[src/rtl/fetch_stage.sv]
// rtl/fetch_stage.sv - RV32I instruction fetch stage: PC, imem requests, IF/ID buffer
// Single outstanding request; responses land in a shift buffer whose entry 0 drives decode.
module fetch_stage #(
  parameter logic [31:0] RESET_PC  = 32'h0000_0000,
  parameter int          BUF_DEPTH = 2,
  parameter logic [31:0] NOP_INST  = 32'h0000_0013
) (
  input  logic        clk,
  input  logic        rst,
  output logic        imem_req,
  output logic [31:0] imem_addr,
  input  logic        imem_ready,
  input  logic        imem_rvalid,
  input  logic [31:0] imem_rdata,
  input  logic        redirect,
  input  logic [31:0] redirect_pc,
  input  logic        id_stall,
  output logic        if_valid,
  output logic [31:0] if_inst,
  output logic [31:0] if_pc,
  output logic [31:0] if_pc4
);

  localparam logic [3:0] DEPTH = 4'(BUF_DEPTH);

  logic [31:0] pc_q, pc_d;
  logic [31:0] req_pc_q, req_pc_d;
  logic        outst_q, outst_d;
  logic        drop_q, drop_d;
  logic [2:0]  count_q, count_d;
  logic [31:0] inst_q [BUF_DEPTH];
  logic [31:0] inst_d [BUF_DEPTH];
  logic [31:0] bpc_q  [BUF_DEPTH];
  logic [31:0] bpc_d  [BUF_DEPTH];

  logic        pop;
  logic        push;
  logic        accept;
  logic [2:0]  wr_idx;
  logic [3:0]  occupancy;

  assign if_valid  = (count_q != 3'd0);
  assign if_inst   = if_valid ? inst_q[0] : NOP_INST;
  assign if_pc     = bpc_q[0];
  assign if_pc4    = bpc_q[0] + 32'd4;
  assign imem_addr = pc_q;

  // Occupancy counts the in-flight word so a full buffer can never be overrun.
  assign pop       = if_valid && !id_stall;
  assign occupancy = {1'b0, count_q} + {3'b000, outst_q} - {3'b000, pop};
  assign imem_req  = !rst && !redirect && (!outst_q || imem_rvalid) && (occupancy < DEPTH);
  assign accept    = imem_req && imem_ready;
  assign push      = imem_rvalid && !drop_q && !redirect;

  always_comb begin
    pc_d     = pc_q;
    req_pc_d = req_pc_q;
    outst_d  = outst_q;
    drop_d   = drop_q;
    count_d  = count_q;
    inst_d   = inst_q;
    bpc_d    = bpc_q;
    wr_idx   = count_q;

    if (accept) begin
      pc_d     = pc_q + 32'd4;
      req_pc_d = pc_q;
      outst_d  = 1'b1;
    end else if (imem_rvalid) begin
      outst_d  = 1'b0;
    end

    if (imem_rvalid) begin
      drop_d = 1'b0;
    end

    if (redirect) begin
      pc_d    = {redirect_pc[31:2], 2'b00};
      count_d = 3'd0;
      // The in-flight word belongs to the old path; swallow it when it arrives.
      if (outst_q && !imem_rvalid) begin
        drop_d = 1'b1;
      end
    end else begin
      if (pop) begin
        for (int i = 0; i < BUF_DEPTH - 1; i++) begin
          inst_d[i] = inst_q[i+1];
          bpc_d[i]  = bpc_q[i+1];
        end
        wr_idx = count_q - 3'd1;
      end
      if (push) begin
        for (int i = 0; i < BUF_DEPTH; i++) begin
          if (3'(i) == wr_idx) begin
            inst_d[i] = imem_rdata;
            bpc_d[i]  = req_pc_q;
          end
        end
      end
      count_d = wr_idx + {2'b00, push};
    end
  end

  always_ff @(posedge clk or posedge rst) begin
    if (rst) begin
      pc_q     <= RESET_PC;
      req_pc_q <= RESET_PC;
      outst_q  <= 1'b0;
      drop_q   <= 1'b0;
      count_q  <= 3'd0;
      for (int i = 0; i < BUF_DEPTH; i++) begin
        inst_q[i] <= NOP_INST;
        bpc_q[i]  <= RESET_PC;
      end
    end else begin
      pc_q     <= pc_d;
      req_pc_q <= req_pc_d;
      outst_q  <= outst_d;
      drop_q   <= drop_d;
      count_q  <= count_d;
      inst_q   <= inst_d;
      bpc_q    <= bpc_d;
    end
  end

  rvalid_needs_request: assert property (@(posedge clk) disable iff (rst) imem_rvalid |-> outst_q);

endmodule

[config.mk]
export PLATFORM = sky130hd
export DESIGN_NAME = fetch_stage
export DESIGN_NICKNAME = d
export VERILOG_FILES = /design/src/rtl/fetch_stage.sv
export SDC_FILE = /design/constraint.sdc
export NUM_CORES = 1
export LEC_CHECK = 0
export BUFFER_PORTS_ARGS = -buffer_cell sky130_fd_sc_hd__buf_2
export CAP_MARGIN = 40
export CELL_PAD_IN_SITES_DETAIL_PLACEMENT = 1
export CELL_PAD_IN_SITES_GLOBAL_PLACEMENT = 2
export CORE_ASPECT_RATIO = 0.8
export CORE_MARGIN = 4
export CORE_UTILIZATION = 36
export DETAILED_ROUTE_END_ITERATION = 10
export HOLD_SLACK_MARGIN = 0.1
export PLACE_DENSITY = 0.82
export SYNTH_ARGS = -nofsm -noshare
export SYNTH_HDL_FRONTEND = slang
export SYNTH_SLANG_ARGS = --single-unit
[constraint.sdc]
create_clock -name clk -period 7.4 [get_ports clk]
set_input_delay 0.37 -clock clk [delete_from_list [all_inputs] [get_ports clk]]
set_output_delay 0.37 -clock clk [all_outputs]
set_load 0.05 [all_outputs]
==> run summary, run 1 <==
RR Startpoint - count_q[1]
Root Buffer - clkbuf_16
Via total after detailed routing - 7089
Fillers - 3041
# rows - 54
Vias in the first global route - 7442
Reg2Reg Depth - 13
Reg2reg setup slack - 3160 ps
Final wirelength - 26.6 mm
Worst hold path type - input pin to asynchronous set/reset pin
Async set-reset flop share out of synthesis - 1.00
EDFF count, synth - 0
RSZ-0062 raised after global routing - no
Initial antenna violation count - 0
Crit-path max FO - 36
WP data required - 7700 ps
Outcome - finished, final reports clean
Clk_skew - 13.8 ps
GP Congestion - 0.748
Critical Path Start - count_q[1]
Flops & latches, synth - 191
DRC Markers - 0
Die Footprint - 30700 um2
CP arrival - 4550 ps
Switching power - 2.62 mW
Design Area, Final - 11700 um2
Largest net degree at the start of global routing - 115
Most frequent cell after synthesis - dfrtp_1
Critical setup path kind - register to register
Pleak - 5.68 nW
Synth cell types - 46
Clk pwr share - 0.162
Internal - 3.04 mW
Register area share after synthesis - 0.476
Setup crit end - inst_q[43]
Clk pin slew, worst setup/hold paths - 80 ps
Synth warn - 0
# IOs - 200
Slew @ Worst Pin - 885 ps
Detailed Routing Iterations Pass 1 - 4
Hold Violations, Final - 0
Post-synth top area share - 0.460
Pwr/cell area - 482 nW/um2
Register area - 4790 um2
Share of power burned in registers - 0.340
Tmin final - 4240 ps
Placed Instances - 1380
Clock Tree Buf Depth - 2
Non-filler cells, final - 1413
Layout net count - 1115
Total congestion overflow - 0
Post_cts resized - 0
FMAX - 0.236 GHz
DP Area - 11100 um2
Drt via density - 5.02
Synthesis-to-layout area growth - 16.5%
HPWL after detailed placement - 18.6 mm
Startpoint types - register
Die span in x - 195 um
Final Power - 5.66 mW
Cells after Synth - 892
Final Setup Violations - 0
Multi-input logic area - 4720 um2
Combinational power share - 0.499
Max-slew violations - 0
Max-cap violations - 0
Total Routing Usage GR - 0.174
Most instantiated cells after synthesis - dfrtp_1, nand2_1, mux2_2
Syn avg cell area - 11.3 um2
DIE HEIGHT - 158 um
Layout cell share with drive strength beyond 1 - 0.412
Synthesized cell area - 10100 um2
Antenna Nets Post-Route - 0
Net Sw Frac - 0.463
Clock Sinks - 191
Top FF cell, synth - dfrtp_1
First-pass GRT wire length - 43.1 mm
Drt initial violations - 367
CTS tree - done
Synth area leaders - dfrtp_1, mux2_2, mux2_4
Number of port buffers - 195
Ratio of final minimum period to clock period - 0.573
TritonCTS buffer count - 17
Initial Util - 0.368
Wirelength per Cell - 18.8 um
TNS Setup - 0 ps
Nature of the critical path endpoint - register
Inserted Diodes - 0
Reg-to-reg critical path endpoint - inst_q[43]
Clk_lat worst skew - 430 ps
Relative slew slack - 0.410
Core box area - 27400 um2
Largest area contributor in the netlist - dfrtp_1
H-tree depth - 4
VDD IR max - 0.000212 V
[cells by family (layout without fill, tap and decap cells)]
group,count (synthesis),count (layout),synth area share
adder cells (fa/ha/maj),9,9,0.0119
flip-flops,191,191,0.476
other,1,2,0.000373
AO/OA/AOI/OAI,51,51,0.0408
multiplexers,186,186,0.228
XOR/XNOR,32,32,0.0279
buffers and inverters,95,251,0.0577
AND/OR/NAND/NOR,327,327,0.157
[how the worst min path moves through the flow]
stage	from	slack, ps	endpoint	depth (start not counted)
2_1_floorplan	imem_rvalid	440	drop_q	1
3_3_place_gp	inst_q[61]	460	inst_q[61]	1
3_5_place_dp	inst_q[62]	480	inst_q[62]	1
4_1_cts	redirect_pc[3]	120	imem_addr[3]	3
5_1_grt	redirect_pc[3]	140	imem_addr[3]	3
6_report	rst	120	drop_q	2
[cell usage in the layout (no fill, tap or decap), types with 12 or more instances in the layout]
cell type / synthesis / routed
nand4_1: 16 / 16
mux2_4: 55 / 55
nor2_1: 31 / 31
mux2_2: 121 / 121
buf_2: 24 / 195
clkbuf_16: 0 / 17
nand3_1: 39 / 38
dfrtp_1: 185 / 185
or3_1: 17 / 17
and2_1: 31 / 31
xor2_1: 14 / 14
a32oi_1: 25 / 25
xnor2_1: 18 / 18
and3_1: 13 / 12
nand2_1: 145 / 145
[power groups by stage]
| stage | logic, mW | clock network (mW) | registers, mW |
|---|---|---|---|
| after floorplan | 2.29 | 0 | 1.90 |
| after global placement | 2.77 | 0 | 1.91 |
| after detailed placement | 2.85 | 0 | 1.94 |
| after CTS | 2.86 | 0.945 | 1.92 |
| after global routing | 3.02 | 0.989 | 1.99 |
| final | 2.82 | 0.915 | 1.92 |
[routing by layer]
metal,track usage,vias to the layer above,share of wire
li1,-,3369,-
met1,0.265,3568,0.52
met2,0.259,141,0.43
met3,0.0355,11,0.043
met4,0.0289,0,0.0058
met5,0,-,0
[stage by stage]
step           hold slack, ps   util  setup slack, ps
2_1_floorplan             436      -             1840
3_3_place_gp              463  0.404             2980
3_5_place_dp              482  0.407             3120
4_1_cts                   120  0.428             3090
5_1_grt                   137  0.428             2830
6_report                  125  0.428             3160
[what timing repair did]
item | 4_1_cts | 5_1_grt
endpoints found under the hold margin | 1 | 0
buffers inserted | 0 | 0
hold buffers | 1 | 0
[worst max-delay path, cell delays in order (launching register included)]
cell	delay, ps
dfrtp_1	440
inv_1	130
ha_1	210
nor2b_4	150
inv_4	280
nand2b_1	100
a21oi_1	270
and4b_4	270
buf_4	410
buf_12	280
o21a_4	420
buf_12	270
buf_4	470
mux2_4	350
[layout make-up]
cell class / count / share of cell area
Clock inverter: 13 / 0.0112
Multi-Input combinational cell: 607 / 0.403
Sequential cell: 191 / 0.408
Inverter: 13 / 0.00502
Clock buffer: 19 / 0.0378
Timing Repair Buffer: 206 / 0.0961
Tap cell: 364 / 0.0388
[registers in the layout, indices dropped and copies added, names as in the netlist]
register	cells
inst_q	64
if_pc	32
bpc_q	30
imem_addr	30
req_pc_q	30
count_q	3
drop_q	1
outst_q	1
(Power assumes the default switching activity.)
==> run 2, diff against run 1 <==
--- a/config.mk
+++ b/config.mk
@@ -11,10 +11,10 @@
 export CELL_PAD_IN_SITES_GLOBAL_PLACEMENT = 2
 export CORE_ASPECT_RATIO = 0.8
 export CORE_MARGIN = 4
-export CORE_UTILIZATION = 36
+export CORE_UTILIZATION = 32
 export DETAILED_ROUTE_END_ITERATION = 10
 export HOLD_SLACK_MARGIN = 0.1
-export PLACE_DENSITY = 0.82
+export PLACE_DENSITY = 0.78
 export SYNTH_ARGS = -nofsm -noshare
 export SYNTH_HDL_FRONTEND = slang
 export SYNTH_SLANG_ARGS = --single-unit
==> constraint.sdc (replaced) <==
create_clock -name clk -period 3.76 [get_ports clk]
set_input_delay 0.188 -clock clk [delete_from_list [all_inputs] [get_ports clk]]
set_output_delay 0.188 -clock clk [all_outputs]
set_load 0.05 [all_outputs]
==> run 2 against run 1 <==
First-iteration DRC count up 4.1%. Critical path type unchanged. Final area up 6.8%. Largest cell class unchanged. Wire length up 2.1%. Cell count up 8.2%. Critical path depth up 1. Flip-flop and latch count unchanged. Sequential share of layout area down 2.6 points. Worst setup slack worse by 2600 ps. Clock skew up 3.8 ps. Die area up 12%. Sequential power up 97%.
==> run summary, run 2 (same netlist as run 1, synthesis figures left out) <==
Max-cap violations - 0 (unchanged)
Inserted Diodes - 0 (unchanged)
Most common cell after layout, fill and taps aside - buf_2
Net Sw Frac - 0.467 (+0.00378)
Initial antenna violation count - 0 (unchanged)
Clock Tree Buf Depth - 2 (unchanged)
# IOs - 200 (unchanged)
Met1 usage in global routing - 0.249 (-0.0164)
Layout net count - 1182 (+6.0%)
Initial Util - 0.328 (-0.0396)
TritonCTS buffer count - 17 (unchanged)
Post_cts resized - 0 (unchanged)
Clk_lat worst skew - 440 ps (about the same)
Total Routing Usage GR - 0.159 (-0.0146)
Largest net degree at the start of global routing - 103 (-10%)
Max-slew violations - 0 (unchanged)
GP Congestion - 0.742 (-0.90%)
Grt met3 use - 0.0327 (-0.00286)
Core box area - 30700 um2 (+12%)
Pleak - 5.99 nW (+5.5%)
Clk pwr share - 0.166 (+0.004)
Clk_skew - 17.6 ps (+3.82 ps)
Via total after detailed routing - 7388 (+4.2%)
DRC Markers - 0 (unchanged)
Vias in the first global route - 7640 (+2.7%)
CP arrival - 3590 ps (-960 ps)
Reg2reg setup slack - 550 ps (-2610 ps)
Layout cell share with drive strength beyond 1 - 0.392 (-0.0202)
H-tree depth - 4 (unchanged)
Placed Instances - 1433 (+3.8%)
Outcome - finished, final reports clean
Nature of the critical path endpoint - register
Multi-input logic area - 4710 um2 (-0.19%)
Pwr/cell area - 901 nW/um2 (+87%)
Detailed Routing Iterations Pass 1 - 4 (unchanged)
Clock Sinks - 191 (unchanged)
Met2 Usage GRT - 0.229 (-0.0300)
First-pass GRT wire length - 44.0 mm (+2.1%)
Register area - 4790 um2 (unchanged)
Die span in x - 206 um (+5.8%)
FMAX - 0.311 GHz (+32%)
Top reg by flops - inst_q
Total congestion overflow - 0 (unchanged)
CTS tree - done
Final Setup Violations - 0 (unchanged)
Final wirelength - 27.2 mm (+2.1%)
WP data required - 4140 ps (-3560 ps)
HPWL after detailed placement - 18.6 mm (-0.19%)
Final Power - 11.3 mW (+99%)
Number of port buffers - 195 (unchanged)
Drt initial violations - 382 (+4.1%)
DIE HEIGHT - 167 um (+5.8%)
Synthesis-to-layout area growth - 24.4%
VDD IR max - 0.000301 V (+42%)
Internal - 6.01 mW (+98%)
DP Area - 11300 um2 (+1.1%)
Startpoint types - register
Relative slew slack - 0.505 (+0.0951)
# rows - 57 (+5.6%)
Combinational power share - 0.499 (about the same)
Slew @ Worst Pin - 741 ps (-144 ps)
Tmin final - 3210 ps (-1030 ps)
Number of setup buffers added after CTS - 0 (unchanged)
Max reg flops - 64 (unchanged)
TNS Setup - 0 ps (unchanged)
Critical setup path kind - register to register
Fillers - 3388 (+11%)
Hold Violations, Final - 0 (unchanged)
Non-filler cells, final - 1529 (+8.2%)
Hold Buf Count CTS - 64 (+63)
Drt via density - 4.83 (-3.7%)
Switching power - 5.27 mW (+100%)
Die Footprint - 34400 um2 (+12%)
RSZ-0062 raised after global routing - no
Antenna Nets Post-Route - 0 (unchanged)
Ratio of final minimum period to clock period - 0.854 (+0.281)
Global route hottest layer - met1
Share of power burned in registers - 0.336 (-0.004)
Crit-path max FO - 50 (+39%)
Commonest cells after routing, fill and taps aside - buf_2, dfrtp_1, nand2_1
Wirelength per Cell - 17.8 um (-5.6%)
Clk pin slew, worst setup/hold paths - 80 ps (about the same)
Worst hold path type - input pin to register
Root Buffer - clkbuf_16
Design Area, Final - 12500 um2 (+6.8%)
## run 2: power groups by stage
stage | combinational [mW] | clock (mW) | sequential [mW]
2_1_floorplan | 4.50 | 0 | 3.74
4_1_cts | 5.70 | 1.93 | 3.78
6_report | 5.63 | 1.87 | 3.78
3_3_place_gp | 5.52 | 0 | 3.76
5_1_grt | 6.01 | 2.02 | 3.92
3_5_place_dp | 5.62 | 0 | 3.82
## run 2: critical path, stage by stage, from the launching register on
cell     delay (ps)
dfrtp_1         440
inv_1           150
ha_1            180
nor2b_4         220
o21ai_0         120
nand2_2         110
nand2_1          70
fa_1            380
xor2_1          170
nand4_1         130
nor2_1          210
nand3_2         140
buf_12          210
or4_1           520
nand3_1          90
## run 2: final timing paths
path                                  to  startpoint  cells after the start
hold reg to reg               inst_q[62]  inst_q[62]                      1
min in group asynchronous   imem_addr[3]         rst                      3
hold / removal                   outst_q  imem_ready                      5
setup / recovery           imem_addr[28]  count_q[1]                     14
max in group asynchronous      inst_q[0]         rst                      4
setup reg to reg           imem_addr[28]  count_q[1]                     14
## run 2: area by class of cell
cell class	count	share of cell area
clock buffer	17	0.0340
clock inverter	15	0.0152
inverter	13	0.00440
multi-input combinational	607	0.377
sequential	191	0.382
tap	413	0.0413
timing repair buffer	273	0.146
## run 2: routing by layer
metal | vias to the layer above | routed length, um
li1 | 3500 | -
met1 | 3715 | 14100
met2 | 161 | 11600
met3 | 12 | 1210
met4 | 0 | 194
met5 | - | 0
## run 2: per-stage QoR
step | worst slack, ps | hold slack (ps) | utilization
after floorplan | 1040 | 254 | -
after global placement | 589 | 357 | 0.366
after detailed placement | 545 | 360 | 0.367
after CTS | 535 | 154 | 0.408
after global routing | 233 | 193 | 0.408
final | 549 | 176 | 0.408
==> run 3, diff against run 2 <==
--- a/config.mk
+++ b/config.mk
@@ -10,10 +10,11 @@
 export CELL_PAD_IN_SITES_DETAIL_PLACEMENT = 1
 export CELL_PAD_IN_SITES_GLOBAL_PLACEMENT = 2
 export CORE_ASPECT_RATIO = 0.8
-export CORE_MARGIN = 4
+export CORE_MARGIN = 2
 export CORE_UTILIZATION = 32
 export DETAILED_ROUTE_END_ITERATION = 10
 export HOLD_SLACK_MARGIN = 0.1
+export MAX_ROUTING_LAYER = met4
 export PLACE_DENSITY = 0.78
 export SYNTH_ARGS = -nofsm -noshare
 export SYNTH_HDL_FRONTEND = slang
==> run 3 against run 2 <==
Clock power about the same. Non-clock buffer count up 5. Clock skew down 2.4 ps. Critical endpoint is now imem_addr[31]. Highest routed layer unchanged.
==> run summary, run 3 (same netlist as run 1, synthesis figures left out) <==
Hold Violations, Final - 0 (unchanged)
Vias in the first global route - 7564 (-0.99%)
Multi-input logic area - 4710 um2 (unchanged)
GP Congestion - 0.761 (+2.6%)
Total congestion overflow - 0 (unchanged)
CP arrival - 3540 ps (-50 ps)
Die Footprint - 32900 um2 (-4.3%)
Outcome - finished, final reports clean
Clock Tree Buf Depth - 2 (unchanged)
Ratio of final minimum period to clock period - 0.844 (-0.00964)
TNS Setup - 0 ps (unchanged)
Slew @ Worst Pin - 557 ps (-184 ps)
DIE HEIGHT - 163 um (-2.4%)
Clk pin slew, worst setup/hold paths - 70 ps (about the same)
Fin Hold WS - 315 ps (+139 ps)
Max-slew violations - 0 (unchanged)
Crit-path max FO - 23 (-54%)
Placed Instances - 1445 (+0.84%)
Internal - 6.05 mW (+0.58%)
Initial antenna violation count - 0 (unchanged)
HPWL after detailed placement - 18.8 mm (+1.2%)
WP data required - 4120 ps (-20 ps)
Startpoint types - register
Net Sw Frac - 0.463 (-0.00356)
Wirelength per Cell - 17.7 um (-0.11%)
CTS tree - done
DRC Markers - 0 (unchanged)
Switching power - 5.22 mW (-0.85%)
Most common cell after layout, fill and taps aside - buf_2
Max-cap violations - 0 (unchanged)
Pleak - 6.00 nW (+0.17%)
Clk pwr share - 0.166 (about the same)
Relative slew slack - 0.629 (+0.124)
Clk_skew - 15.3 ps (-2.36 ps)
Top reg by flops - inst_q
Total Routing Usage GR - 0.174 (+0.0148)
# IOs - 200 (unchanged)
Share of power burned in registers - 0.338 (+0.002)
Tmin final - 3170 ps (-36.2 ps)
Non-filler cells, final - 1541 (+0.78%)
Root Buffer - clkbuf_16
TritonCTS buffer count - 17 (unchanged)
Layout net count - 1187 (+0.42%)
Combinational power share - 0.496 (-0.003)
Final wirelength - 27.3 mm (+0.67%)
VDD IR max - 0.000297 V (-1.6%)
Commonest cells after routing, fill and taps aside - buf_2, dfrtp_1, nand2_1
Clk_lat worst skew - 440 ps (about the same)
Worst hold path type - input pin to asynchronous set/reset pin
RSZ-0062 raised after global routing - no
Drt initial violations - 360 (-5.8%)
Critical setup path kind - register to register
# rows - 58 (+1.8%)
Drt via density - 4.83 (about the same)
Inserted Diodes - 0 (unchanged)
H-tree depth - 4 (unchanged)
Via total after detailed routing - 7439 (+0.69%)
Nature of the critical path endpoint - register
Register area - 4790 um2 (unchanged)
Clock Sinks - 191 (unchanged)
Antenna Nets Post-Route - 0 (unchanged)
Largest net degree at the start of global routing - 67 (-35%)
Pwr/cell area - 900 nW/um2 (-0.16%)
Max reg flops - 64 (unchanged)
FMAX - 0.315 GHz (+1.1%)
First-pass GRT wire length - 43.6 mm (-0.74%)
Fillers - 3478 (+2.7%)
Final Setup Violations - 0 (unchanged)
Die span in x - 202 um (-1.9%)
Detailed Routing Iterations Pass 1 - 7 (+3)
Initial Util - 0.322 (-0.00566)
Layout cell share with drive strength beyond 1 - 0.394 (+0.00271)
Core box area - 31200 um2 (+1.8%)
Number of port buffers - 195 (unchanged)
Synthesis-to-layout area growth - 24.5% (about the same)
==> run 3: changes by cell type in the layout (fill, tap and decap cells not counted), sizes merged <==
cell,previous run,this run
buf,209,214
bufinv,0,1
clkinv,8,5
inv,18,20
==> run 3: worst max-delay path, stage by stage (launching register included) <==
cell and delay, ps:
dfrtp_1 440, inv_1 140, ha_1 180, nor2b_4 220
o21ai_0 120, nand2_2 100, nand2_1 70, fa_1 380
xor2_1 160, nand4_1 130, nor2_1 230, nand3_2 220
buf_4 290, or3_1 360, nand3_1 70
==> run 3: power by group through the flow <==
stage	logic [mW]	clock network (mW)	registers, mW
after floorplan	4.50	0	3.74
after global placement	5.48	0	3.78
after detailed placement	5.59	0	3.84
after CTS	5.65	1.94	3.80
after global routing	5.96	2.02	3.96
final	5.59	1.88	3.80
==> run 3: timing repair <==
item,in CTS,in global routing
setup buffers,0,0
gates resized for setup,0,0
hold endpoints to repair,101,0
hold buffers,64,0
==> run 3: per-layer routing <==
layer  up-vias  global-route usage  part of all wire
met4         0              0.0315            0.0060
met2       153               0.252              0.44
met1      3753               0.258              0.52
met5         -                   -                 0
li1       3525                   -                 -
met3         8              0.0272             0.034
==> run 3: layout make-up <==
class,count,share of cell area
Sequential cell,191,0.382
Clock buffer,17,0.0340
Multi-Input combinational cell,607,0.376
Clock inverter,15,0.0138
Inverter,13,0.00440
Timing Repair Buffer,278,0.147
Tap cell,420,0.0420
==> run 3: path summary, 6_finish.rpt <==
check | startpoint | end | slack, ps | cells past startpoint
worst max-delay path | count_q[1] | imem_addr[31] | 590 | 14
worst min-delay path | rst | inst_q[27] | 320 | 3
worst max register to register | count_q[1] | imem_addr[31] | 590 | 14
worst min register to register | inst_q[61] | inst_q[61] | 490 | 1
max in group asynchronous | rst | inst_q[32] | 2560 | 5
min in group clk | redirect | count_q[2] | 320 | 3
==> run 3: per-stage QoR <==
step,setup WS (ps),power [mW],cell area [um2],util
floorplan,1040,8.24,10100,-
global placement,613,9.27,11300,0.361
detailed placement,533,9.42,11300,0.362
CTS,517,11.4,12500,0.401
global route,291,11.9,12500,0.401
finish,585,11.3,12500,0.401
